**src/rtl/mips_fetch_queue.sv**
```systemverilog
// MIPS32 instruction-fetch front end: issues word reads, buffers {instr, pc} pairs in a
// small FIFO, hands them to decode over valid/ready, and handles redirects and HLT.

module mips_fetch_queue_chk #(
    parameter int DEPTH = 4,
    parameter int CW    = 3
) (
    input logic          clk,
    input logic          rst_n,
    input logic          push_i,
    input logic          pop_i,
    input logic [CW-1:0] count_i
);
    // The issue rule must never let a response land in a full FIFO
    a_no_overflow: assert property (@(posedge clk) disable iff (!rst_n)
        !(push_i && !pop_i && (count_i == CW'(DEPTH))));

    a_count_bound: assert property (@(posedge clk) disable iff (!rst_n)
        count_i <= CW'(DEPTH));
endmodule

module mips_fetch_queue #(
    parameter int                DEPTH    = 4,
    parameter int                ADDR_W   = 32,
    parameter logic [ADDR_W-1:0] RESET_PC = {ADDR_W{1'b0}}
) (
    input  logic                    clk,
    input  logic                    rst_n,
    output logic                    imem_req,
    output logic [ADDR_W-1:0]       imem_addr,
    input  logic                    imem_rvalid,
    input  logic [31:0]             imem_rdata,
    output logic                    out_valid,
    input  logic                    out_ready,
    output logic [31:0]             out_instr,
    output logic [ADDR_W-1:0]       out_pc,
    input  logic                    redirect,
    input  logic [ADDR_W-1:0]       redirect_pc,
    output logic                    halted,
    output logic [$clog2(DEPTH):0]  count
);
    localparam int PW = $clog2(DEPTH);
    localparam int CW = PW + 1;

    function automatic logic is_hlt(input logic [31:0] word);
        return word[31:26] == 6'h3f;
    endfunction

    logic [ADDR_W-1:0] pc_q, pc_d;
    logic [ADDR_W-1:0] req_pc_q, req_pc_d;
    logic              inflight_q, inflight_d;
    logic              drop_q, drop_d;
    logic              halt_seen_q, halt_seen_d;
    logic              halted_q, halted_d;
    logic [PW-1:0]     wr_ptr_q, wr_ptr_d;
    logic [PW-1:0]     rd_ptr_q, rd_ptr_d;
    logic [CW-1:0]     count_q, count_d;
    logic [31:0]       ent_instr_q [DEPTH];
    logic [ADDR_W-1:0] ent_pc_q    [DEPTH];

    logic issue_s;
    logic push_s;
    logic pop_s;
    logic valid_s;

    // Handshake decisions; requests are suppressed while reset is asserted
    always_comb begin
        valid_s = (count_q != {CW{1'b0}}) && !redirect;
        issue_s = rst_n && !redirect && !halt_seen_q &&
                  ((count_q + CW'(inflight_q)) < CW'(DEPTH));
        push_s  = imem_rvalid && inflight_q && !drop_q && !halt_seen_q && !redirect;
        pop_s   = valid_s && out_ready;
    end

    // Next-state logic; a redirect overrides every other update
    always_comb begin
        pc_d        = pc_q;
        wr_ptr_d    = wr_ptr_q;
        rd_ptr_d    = rd_ptr_q;
        count_d     = count_q;
        halt_seen_d = halt_seen_q;
        halted_d    = halted_q;
        drop_d      = drop_q;
        inflight_d  = issue_s;
        req_pc_d    = issue_s ? pc_q : req_pc_q;
        if (redirect) begin
            pc_d        = redirect_pc;
            wr_ptr_d    = {PW{1'b0}};
            rd_ptr_d    = {PW{1'b0}};
            count_d     = {CW{1'b0}};
            halt_seen_d = 1'b0;
            halted_d    = 1'b0;
            // An outstanding read whose data has not shown up yet must be discarded later
            drop_d      = inflight_q && !imem_rvalid;
        end else begin
            pc_d     = issue_s ? (pc_q + {{(ADDR_W-1){1'b0}}, 1'b1}) : pc_q;
            wr_ptr_d = wr_ptr_q + PW'(push_s);
            rd_ptr_d = rd_ptr_q + PW'(pop_s);
            count_d  = count_q + CW'(push_s) - CW'(pop_s);
            drop_d   = imem_rvalid ? 1'b0 : drop_q;
            if (push_s && is_hlt(imem_rdata)) begin
                halt_seen_d = 1'b1;
            end else begin
                halt_seen_d = halt_seen_q;
            end
            if (pop_s && is_hlt(ent_instr_q[rd_ptr_q])) begin
                halted_d = 1'b1;
            end else begin
                halted_d = halted_q;
            end
        end
    end

    // Control state registers
    always_ff @(posedge clk or negedge rst_n) begin
        if (!rst_n) begin
            pc_q        <= RESET_PC;
            req_pc_q    <= {ADDR_W{1'b0}};
            inflight_q  <= 1'b0;
            drop_q      <= 1'b0;
            halt_seen_q <= 1'b0;
            halted_q    <= 1'b0;
            wr_ptr_q    <= {PW{1'b0}};
            rd_ptr_q    <= {PW{1'b0}};
            count_q     <= {CW{1'b0}};
        end else begin
            pc_q        <= pc_d;
            req_pc_q    <= req_pc_d;
            inflight_q  <= inflight_d;
            drop_q      <= drop_d;
            halt_seen_q <= halt_seen_d;
            halted_q    <= halted_d;
            wr_ptr_q    <= wr_ptr_d;
            rd_ptr_q    <= rd_ptr_d;
            count_q     <= count_d;
        end
    end

    // FIFO storage, written only by an accepted response
    always_ff @(posedge clk or negedge rst_n) begin
        if (!rst_n) begin
            for (int i = 0; i < DEPTH; i++) begin
                ent_instr_q[i] <= 32'h0;
                ent_pc_q[i]    <= {ADDR_W{1'b0}};
            end
        end else if (push_s) begin
            ent_instr_q[wr_ptr_q] <= imem_rdata;
            ent_pc_q[wr_ptr_q]    <= req_pc_q;
        end
    end

    assign imem_req  = issue_s;
    assign imem_addr = pc_q;
    assign out_valid = valid_s;
    assign out_instr = ent_instr_q[rd_ptr_q];
    assign out_pc    = ent_pc_q[rd_ptr_q];
    assign halted    = halted_q;
    assign count     = count_q;

    mips_fetch_queue_chk #(
        .DEPTH (DEPTH),
        .CW    (CW)
    ) u_chk (
        .clk     (clk),
        .rst_n   (rst_n),
        .push_i  (push_s),
        .pop_i   (pop_s),
        .count_i (count_q)
    );
endmodule

```
**config.mk**
```make
export PLATFORM = sky130hd
export DESIGN_NAME = mips_fetch_queue
export DESIGN_NICKNAME = d
export VERILOG_FILES = /design/src/rtl/mips_fetch_queue.sv
export SDC_FILE = /design/constraint.sdc
export NUM_CORES = 1
export LEC_CHECK = 0
export ABC_AREA = 1
export CAP_MARGIN = 20
export CORE_MARGIN = 3
export CORE_UTILIZATION = 40
export DETAILED_ROUTE_END_ITERATION = 10
export REMOVE_ABC_BUFFERS = 1
export SLEW_MARGIN = 30
export SYNTH_ARGS = -nofsm -noshare
export SYNTH_HDL_FRONTEND = slang
export SYNTH_SLANG_ARGS = --single-unit
export TNS_END_PERCENT = 30
```
**constraint.sdc**
```tcl
create_clock -name clk -period 4.3 [get_ports clk]
set_clock_uncertainty 0.05 [all_clocks]
set_input_delay 0.86 -clock clk [delete_from_list [all_inputs] [get_ports clk]]
set_output_delay 0.86 -clock clk [all_outputs]
set_load 0.02 [all_outputs]
```
After elaboration in Yosys (flattened, before gate mapping)
Cells that the tools add are included.
{"block": "totals", "ff_bits": 331, "latchBits": 0, "ramBits": 0, "rom_bits": 0, "in_bits": 69, "out_inout_bits": 102, "wordCells": 74, "memories": 0}
{"block": "classes", "n_addsub": 6, "mul": 0, "div": 0, "magnitude_cmp": 4, "eq_ne": 2, "shift": 0, "muxes": 21, "bitwise_logic": 2, "reduce_logical": 22}
{"operator": "$bwmux W128", "n": 2}
{"operator": "$mux W32", "n": 7}
{"operator": "$bmux W32 S2", "n": 2}
{"operator": "$demux W32 S2", "n": 1}
{"operator": "$add A32 B1 Y32 const B", "n": 1}
{"operator": "$logic_and A1 B1 Y1", "n": 13}
{"operator": "$eq A6 B6 Y1 const B", "n": 2}
{"operator": "$reduce_bool A2 Y1", "n": 4}
{"operator": "$add A3 B1 Y3", "n": 2}
{"operator": "$ge A3 B3 Y1 const B", "n": 2}
{"operator": "$mux W1", "n": 6}
{"operator": "$not A2 Y3", "n": 2}
{"operator": "$add A2 B1 Y2", "n": 2}
{"operator": "$logic_not A1 Y1", "n": 4}
{"operator": "$mux W2", "n": 2}
{"operator": "$lt A3 B1 Y1 const B", "n": 1}
{"operator": "$lt A3 B3 Y1 const B", "n": 1}
{"operator": "$mux W3", "n": 1}
{"operator": "$reduce_bool A3 Y1", "n": 1}
{"operator": "$sub A3 B1 Y3", "n": 1}

Logic depth before layout (Yosys ltp)
Gate-level depths: netlist (run 1).
{"block": "logic_depth", "depth_word": 8, "ltp_mapped": 12, "depth_no_buf": 11}

Worst setup path after synthesis (run 1)
Ideal clock, no wire load.
{"block": "synth_path", "kind": "input-to-reg", "from": "in redirect", "to": "reg count_q[2], in the netlist count[2]", "setup_time_ns": 0.086, "t_arrival_ns": 2.587, "path_slack_ns": 1.577, "cell_stages": 11, "path_cell_list": "nor2_1 -> nand2_2 -> clkbuf_1 -> buf_2 -> ha_1 -> inv_1 -> ha_1 -> inv_1 -> fa_1 -> and3_1 -> nor3_1"}
{"block": "synth_via", "elab_chain_len": 5}
{"element": "start: declaration", "line_no": "37", "text": "input logic redirect,"}
{"element": "$logic_not A1 Y1", "line_no": "68, 71"}
{"element": "$logic_and A1 B1 Y1 (on tied branches)", "line_no": "71, 68"}
{"element": "$add A3 B1 Y3 or $logic_and A1 B1 Y1 (tied branches)", "line_no": "99, 72"}
{"element": "$sub A3 B1 Y3", "line_no": "99", "text": "count_d = count_q + CW'(push_s) - CW'(pop_s);"}
{"element": "$mux W3 *", "line_no": "86", "text": "if (redirect) begin"}
{"element": "via count_d[2]", "line_no": "57", "text": "logic [CW-1:0] count_q, count_d;"}
{"element": "end signal: assignment", "line_no": "125", "text": "count_q <= {CW{1'b0}};"}
{"element": "end signal: assignment", "line_no": "135", "text": "count_q <= count_d;"}
{"element": "end: declaration", "line_no": "57"}
The timed path passes the listed nets; every way through them passes the cells marked *.
A chain may end at the register's enable or synchronous reset.

Worst setup path after layout (run 1)
{"block": "layout_path", "from": "reg rd_ptr_q[0]", "to": "out out_pc[24]"}
{"block": "layout_via", "elab_chain_len": 4}
{"element": "start: declaration", "line_no": "56", "text": "logic [PW-1:0] rd_ptr_q, rd_ptr_d;"}
{"element": "start signal: assignment", "line_no": "124", "text": "rd_ptr_q <= {PW{1'b0}};"}
{"element": "start signal: assignment", "line_no": "134", "text": "rd_ptr_q <= rd_ptr_d;"}
{"element": "$not A2 Y3 (not written as such)", "line_no": "156", "text": "assign out_pc = ent_pc_q[rd_ptr_q];"}
{"element": "$bmux W32 S2", "line_no": "156"}
{"element": "$mux W32 (not written as such) (2 in series)", "line_no": "156"}
{"element": "end: declaration", "line_no": "36", "text": "output logic [ADDR_W-1:0] out_pc,"}
Every way passes these cells. The select of a mux whose other input is x is not followed.

==> results of run 1 <==
worst max-delay path, stage by stage, from the launching register on:
cell	delay [ns]
dfrtp_4	0.49
clkinv_2	0.37
buf_4	0.33
o21ai_0	0.11
o22ai_1	0.23
clkdlybuf4s50_1	0.66
cell type report:
cell class,instances,area (µm²),area share [%]
clock inverters,13,101.3,0.5306
multi-input cells,1368,6132,32.10
inverters,210,789.5,4.133
repair buffers,202,2054,10.76
well taps,511,639.4,3.347
clock buffers,55,1096,5.738
flip-flops and latches,331,8288,43.39
registers in the layout, indices dropped and copies added (netlist names):
register,flops
ent_pc_q,128
imem_addr,32
wr_ptr_q,2
halt_seen_q,1
drop_q,1
req_pc_q,32
ent_instr_q,128
halted,1
count,3
rd_ptr_q,2
inflight_q,1
power breakdown:
| part | switching, µW | internal (µW) | total (µW) | leakage (µW) |
|---|---|---|---|---|
| logic | 1970 | 1450 | 3420 | 0.00481 |
| registers | 497 | 3660 | 4160 | 0.00402 |
| clock network | 1290 | 1830 | 3120 | 0.000598 |
cell families (layout without fill, tap and decap cells):
family	Yosys count	after routing	share of synthesized area (%)
adder cells (fa/ha/maj)	6	6	0.5253
flip-flops	331	331	52.69
AO/OA/AOI/OAI	492	492	16.40
buffers and inverters	335	480	8.540
AND/OR/NAND/NOR	863	863	21.46
XOR/XNOR	7	7	0.3900
Yosys cell counts (3+ instances only):
| library cell | n | area [µm²] |
|---|---|---|
| dfrtp_1 | 331 | 8283 |
| o22ai_1 | 58 | 362.9 |
| buf_4 | 5 | 37.54 |
| nor2_1 | 171 | 641.9 |
| nor2_2 | 5 | 31.28 |
| o21ai_0 | 297 | 1486 |
| nand2_1 | 607 | 2278 |
| clkbuf_1 | 64 | 240.2 |
| nand3_1 | 69 | 345.3 |
| ha_1 | 5 | 62.56 |
| xor2_1 | 6 | 52.55 |
| o211ai_1 | 12 | 90.09 |
| inv_1 | 207 | 777.0 |
| o21ai_1 | 115 | 575.6 |
| o21a_1 | 4 | 30.03 |
| buf_1 | 3 | 11.26 |
| buf_2 | 53 | 265.3 |
| a21oi_1 | 5 | 25.02 |
how the worst max path moves through the flow:
stage | startpoint | to | slack (ns) | cells after the start
final | rd_ptr_q[0]$_DFF_PN0_ | out_pc[24] | 0.67 | 5
after CTS | rd_ptr_q[0]$_DFF_PN0_ | out_pc[24] | 0.61 | 5
after floorplan | redirect | ent_instr_q[116]$_DFFE_PN0P_ | -1.74 | 4
after global placement | redirect | count[2]$_DFF_PN0_ | 0.59 | 11
after detailed placement | redirect | count[2]$_DFF_PN0_ | 0.58 | 11
after global routing | rd_ptr_q[0]$_DFF_PN0_ | out_pc[24] | 0.46 | 5
stage by stage:
step / hold slack (ns) / utilization [%]
final: 0.1317 / 50.00
after global routing: 0.1301 / 50.00
after CTS: 0.1172 / 49.93
after detailed placement: 0.4290 / 46.80
after global placement: 0.4174 / 46.80
after floorplan: 0.4089 / -
per-layer routing:
metal	track usage (%)	wire length, µm	part of all wire [%]
met1	31.65	21220	46
met2	35.31	20700	45
met3	3.711	2660	5.8
met4	7.029	1339	2.9
met5	0	0	0
==> metrics, run 1 <==
LEAKAGE=0.009425 µW; number of synthesized flops with an enable pin=0; hold violation total from the final report=0; crit-path max FO=27; post_cts resized=0; area delta synth->final=21.51%; ANT cells=0; placed cell count=2621; Pre-antenna DRT Iters=5; clock sinks=331; Async SR Flop Fraction=100.0%; die extent in x=204.2 µm; reg2reg start=halt_seen_q$_DFFE_PN0P_; pre-CTS WS=0.5779 ns; CTS tree=done; final setup violation count=0; WL/cell=17.07 µm; design area=19100 µm²; vias in the first global route=13550; syn avg cell area=7.729 µm²; Final WS setup=0.6695 ns; die height=204.2 µm; core area=38200 µm²; Final Max Tran Viols=0; Cell Area, Synth=15720 µm²; max-cap viol count=0; RSZ-0062 raised after global routing=no; GRT Util Overall=22.36%; 1st-iter DRT viols=940; register area share after synthesis=52.69%; initial core utilization=41.15%; Die Area=41710 µm²; TritonCTS Buffers=38; Worst setup EP type=primary output; H-tree level count=2; final worst-path cycle share=84.43%; status=finished, final reports clean; crit start category=flip-flop; Remaining DRCs=0; FF+latch count, synth=331; # IOs=171; Tmin final=3.631 ns; Root Driver=clkbuf_16; RR Endpoint=count[2]$_DFF_PN0_; Placer Congestion=0.8410; via count=13710; fin cells=2690; commonest non-fill, non-tap cells in the layout=nand2_1 (605), dfrtp_1 (329), o21ai_0 (297); Synth Warn #=0; VDD IR max=292.4 µV; global route total overflow=0; Routed Antenna Nets=0; min-delay worst type=in2async; Power, Total=10710 µW; Fmax=0.2754 GHz; pin count of the biggest net entering global routing=161; setup bufs post-CTS=0; clock latency on the worst-skew pair=0.52 ns; Max-slew headroom=42.91%; critical path class=reg2out; power per cell area=560.6 nW/µm²; Fill cells=3765; DP HPWL=28.42 mm; WP data arrival=2.72 ns; setup TNS=0 ns; initial antenna violation count=0; Yosys cell types=30; flop-to-flop setup slack=1.92 ns; row count=71; I/O Buffers=170; commonest non-fill, non-tap cell in the layout=nand2_1; clk buf depth=3; Most used DFF post-synth=dfrtp_1; Vias/cell=5.097; share of cells above drive strength 1=5.002%; Hold Buf Count CTS=0; Placed Area=17880 µm²; Nets=2226; Post-Syn Instances=2034; first-pass GRT wire length=74.86 mm; final WL=45.92 mm; reg2reg path depth=9; Req. time, crit path=3.39 ns; clock-pin slew on the worst setup and hold paths=0.06 ns; worst slew pin tran=0.8563 ns
Power figures use the tool's default switching activity.
==> run 2, diff against run 1 <==
Clock period 4.3 ns to 3 ns, I/O delays scaled along.
==> run 2 against run 1 <==
  * Utilization rose by 1.1 points
  * Via count rose by 1.7%
  * Critical endpoint unchanged
  * Non-clock buffer count rose by 20
  * Clock power rose by 53%
  * Register-to-register slack got worse by 1.2 ns
  * Final cell count rose by 0.67%
  * Sequential share of layout area fell by 0.93 points
  * Die area did not move
  * First-iteration DRC count rose by 0.64%
  * Sequential power rose by 44%
==> metrics, run 2 (synthesized netlist as in run 1, its figures left out) <==
Placer Congestion=0.8091 (was 0.8410); placed cell count=2640 (was 2621); first-pass GRT wire length=76.20 mm (was 74.86 mm); final WL=47.37 mm (was 45.92 mm); critical path class=reg2out (unchanged); share of cells above drive strength 1=6.008% (was 5.002%); pin count of the biggest net entering global routing=138 (was 161); initial antenna violation count=1 (was 0); post-layout util=51.10% (was 50.00%); 1st-iter DRT viols=946 (was 940); crit start category=flip-flop (unchanged); LEAKAGE=0.009838 µW (was 0.009425 µW); Final Max Tran Viols=0 (unchanged); Worst setup EP type=primary output (unchanged); I/O Buffers=170 (unchanged); initial core utilization=41.15% (unchanged); commonest non-fill, non-tap cells in the layout=nand2_1 (605), dfrtp_1 (329), o21ai_0 (297) (unchanged); WP data arrival=2.27 ns (was 2.72 ns); DP HPWL=30.13 mm (was 28.42 mm); max-cap viol count=0 (unchanged); power per cell area=788.4 nW/µm² (was 560.6 nW/µm²); # IOs=171 (unchanged); TritonCTS Buffers=37 (was 38); Nets=2245 (was 2226); Fill cells=3662 (was 3765); min-delay worst type=in2async (unchanged); Vias/cell=5.151 (was 5.097); Routed Antenna Nets=0 (unchanged); RSZ-0062 raised after global routing=no (unchanged); ANT cells=0 (unchanged); worst slew pin tran=0.8232 ns (was 0.8563 ns); hold violation total from the final report=0 (unchanged); final worst-path cycle share=97.46%; Max-slew headroom=45.12% (was 42.91%); Fmax=0.3420 GHz; fin cells=2708 (was 2690); die height=204.2 µm (unchanged); pre-CTS WS=0.1653 ns (was 0.5779 ns); GRT Util Overall=22.78% (was 22.36%); H-tree level count=2 (unchanged); clk buf depth=3 (unchanged); Tmin final=2.924 ns; status=finished, final reports clean (unchanged); Final WS setup=0.07613 ns (was 0.6695 ns); largest registers=ent_instr_q x128, ent_pc_q x128 (unchanged); clock latency on the worst-skew pair=0.52 ns (about the same); vias in the first global route=13730 (was 13550); global route total overflow=0 (unchanged); Hold Buf Count CTS=0 (unchanged); crit-path max FO=41 (was 27); Power, Total=15390 µW (was 10710 µW); row count=71 (unchanged); Pre-antenna DRT Iters=7 (was 5); setup bufs post-CTS=0 (unchanged); commonest non-fill, non-tap cell in the layout=nand2_1 (unchanged); clock sinks=331 (unchanged); Req. time, crit path=2.35 ns (was 3.39 ns); die extent in x=204.2 µm (unchanged); Remaining DRCs=0 (unchanged); WL/cell=17.49 µm (was 17.07 µm); via count=13950 (was 13710); final setup violation count=0 (unchanged); Root Driver=clkbuf_16 (unchanged); clock-pin slew on the worst setup and hold paths=0.06 ns (about the same); Die Area=41710 µm² (unchanged); VDD IR max=372.0 µV (was 292.4 µV); CTS tree=done (unchanged); core area=38200 µm² (unchanged); area delta synth->final=24.16% (was 21.51%)
run 2: final cells by class:
| type | instances | area (µm²) | area share, % |
|---|---|---|---|
| multi-input combinational | 1368 | 6132 | 31.42 |
| sequential | 331 | 8288 | 42.46 |
| clock buffer | 49 | 1064 | 5.449 |
| inverter | 210 | 793.3 | 4.064 |
| clock inverter | 17 | 226.5 | 1.160 |
| timing repair buffer | 222 | 2376 | 12.17 |
| tap | 511 | 639.4 | 3.276 |
run 2: critical path, cell delays in order, from the launching register on:
cell and delay, ns:
dfrtp_4 0.48, buf_16 0.25, buf_4 0.25, o21ai_0 0.11, o22ai_1 0.27, dlygate4sd2_1 0.38
run 2: what timing repair did:
item	4_1_cts	5_1_grt
gates cloned	1	0
resized for setup	61	5
setup endpoints to repair	57	5
run 2: final timing paths:
check                                    startpoint                          to  slack (ns)  depth (start not counted)
setup / recovery              rd_ptr_q[0]$_DFF_PN0_                  out_pc[24]        0.08                          5
hold / removal                                rst_n  ent_instr_q[0]$_DFFE_PN0P_        0.15                          2
setup reg to reg                 count[1]$_DFF_PN0_          count[2]$_DFF_PN0_        0.73                         11
hold reg to reg            ent_pc_q[32]$_DFFE_PN0P_    ent_pc_q[32]$_DFFE_PN0P_        0.44                          1
max in group asynchronous                     rst_n   ent_pc_q[100]$_DFFE_PN0P_        1.65                          3
min in group clk           ent_pc_q[32]$_DFFE_PN0P_    ent_pc_q[32]$_DFFE_PN0P_        0.44                          1
run 2: per-layer routing:
metal	up-vias	routed length, µm	global-route usage [%]
met5	-	0	0
met4	0	1038	5.849
met3	76	2692	3.870
met2	404	21430	35.88
met1	6694	22210	32.79
li1	6776	-	-
run 2: per-stage QoR:
step                      setup TNS (ns)  instance area, µm²  hold slack [ns]
after floorplan                  -515.59               15170           0.2544
after global placement                 0               18220           0.4199
after detailed placement               0               18220           0.4291
after CTS                              0               19480           0.1429
after global routing                   0               19520           0.1681
final                                  0               19520           0.1495
run 2: power breakdown:
part / switching (µW) / internal, µW / total [µW]
combinational: 2850 / 1780 / 4620
clock: 1850 / 2930 / 4780
sequential: 732 / 5250 / 5980
==> run 3, diff against run 2 <==
Settings changed: CTS_CLUSTER_SIZE set to 16.
==> results of run 3 <==
No change in the layout: final DEF, timing and power equal those of run 2.
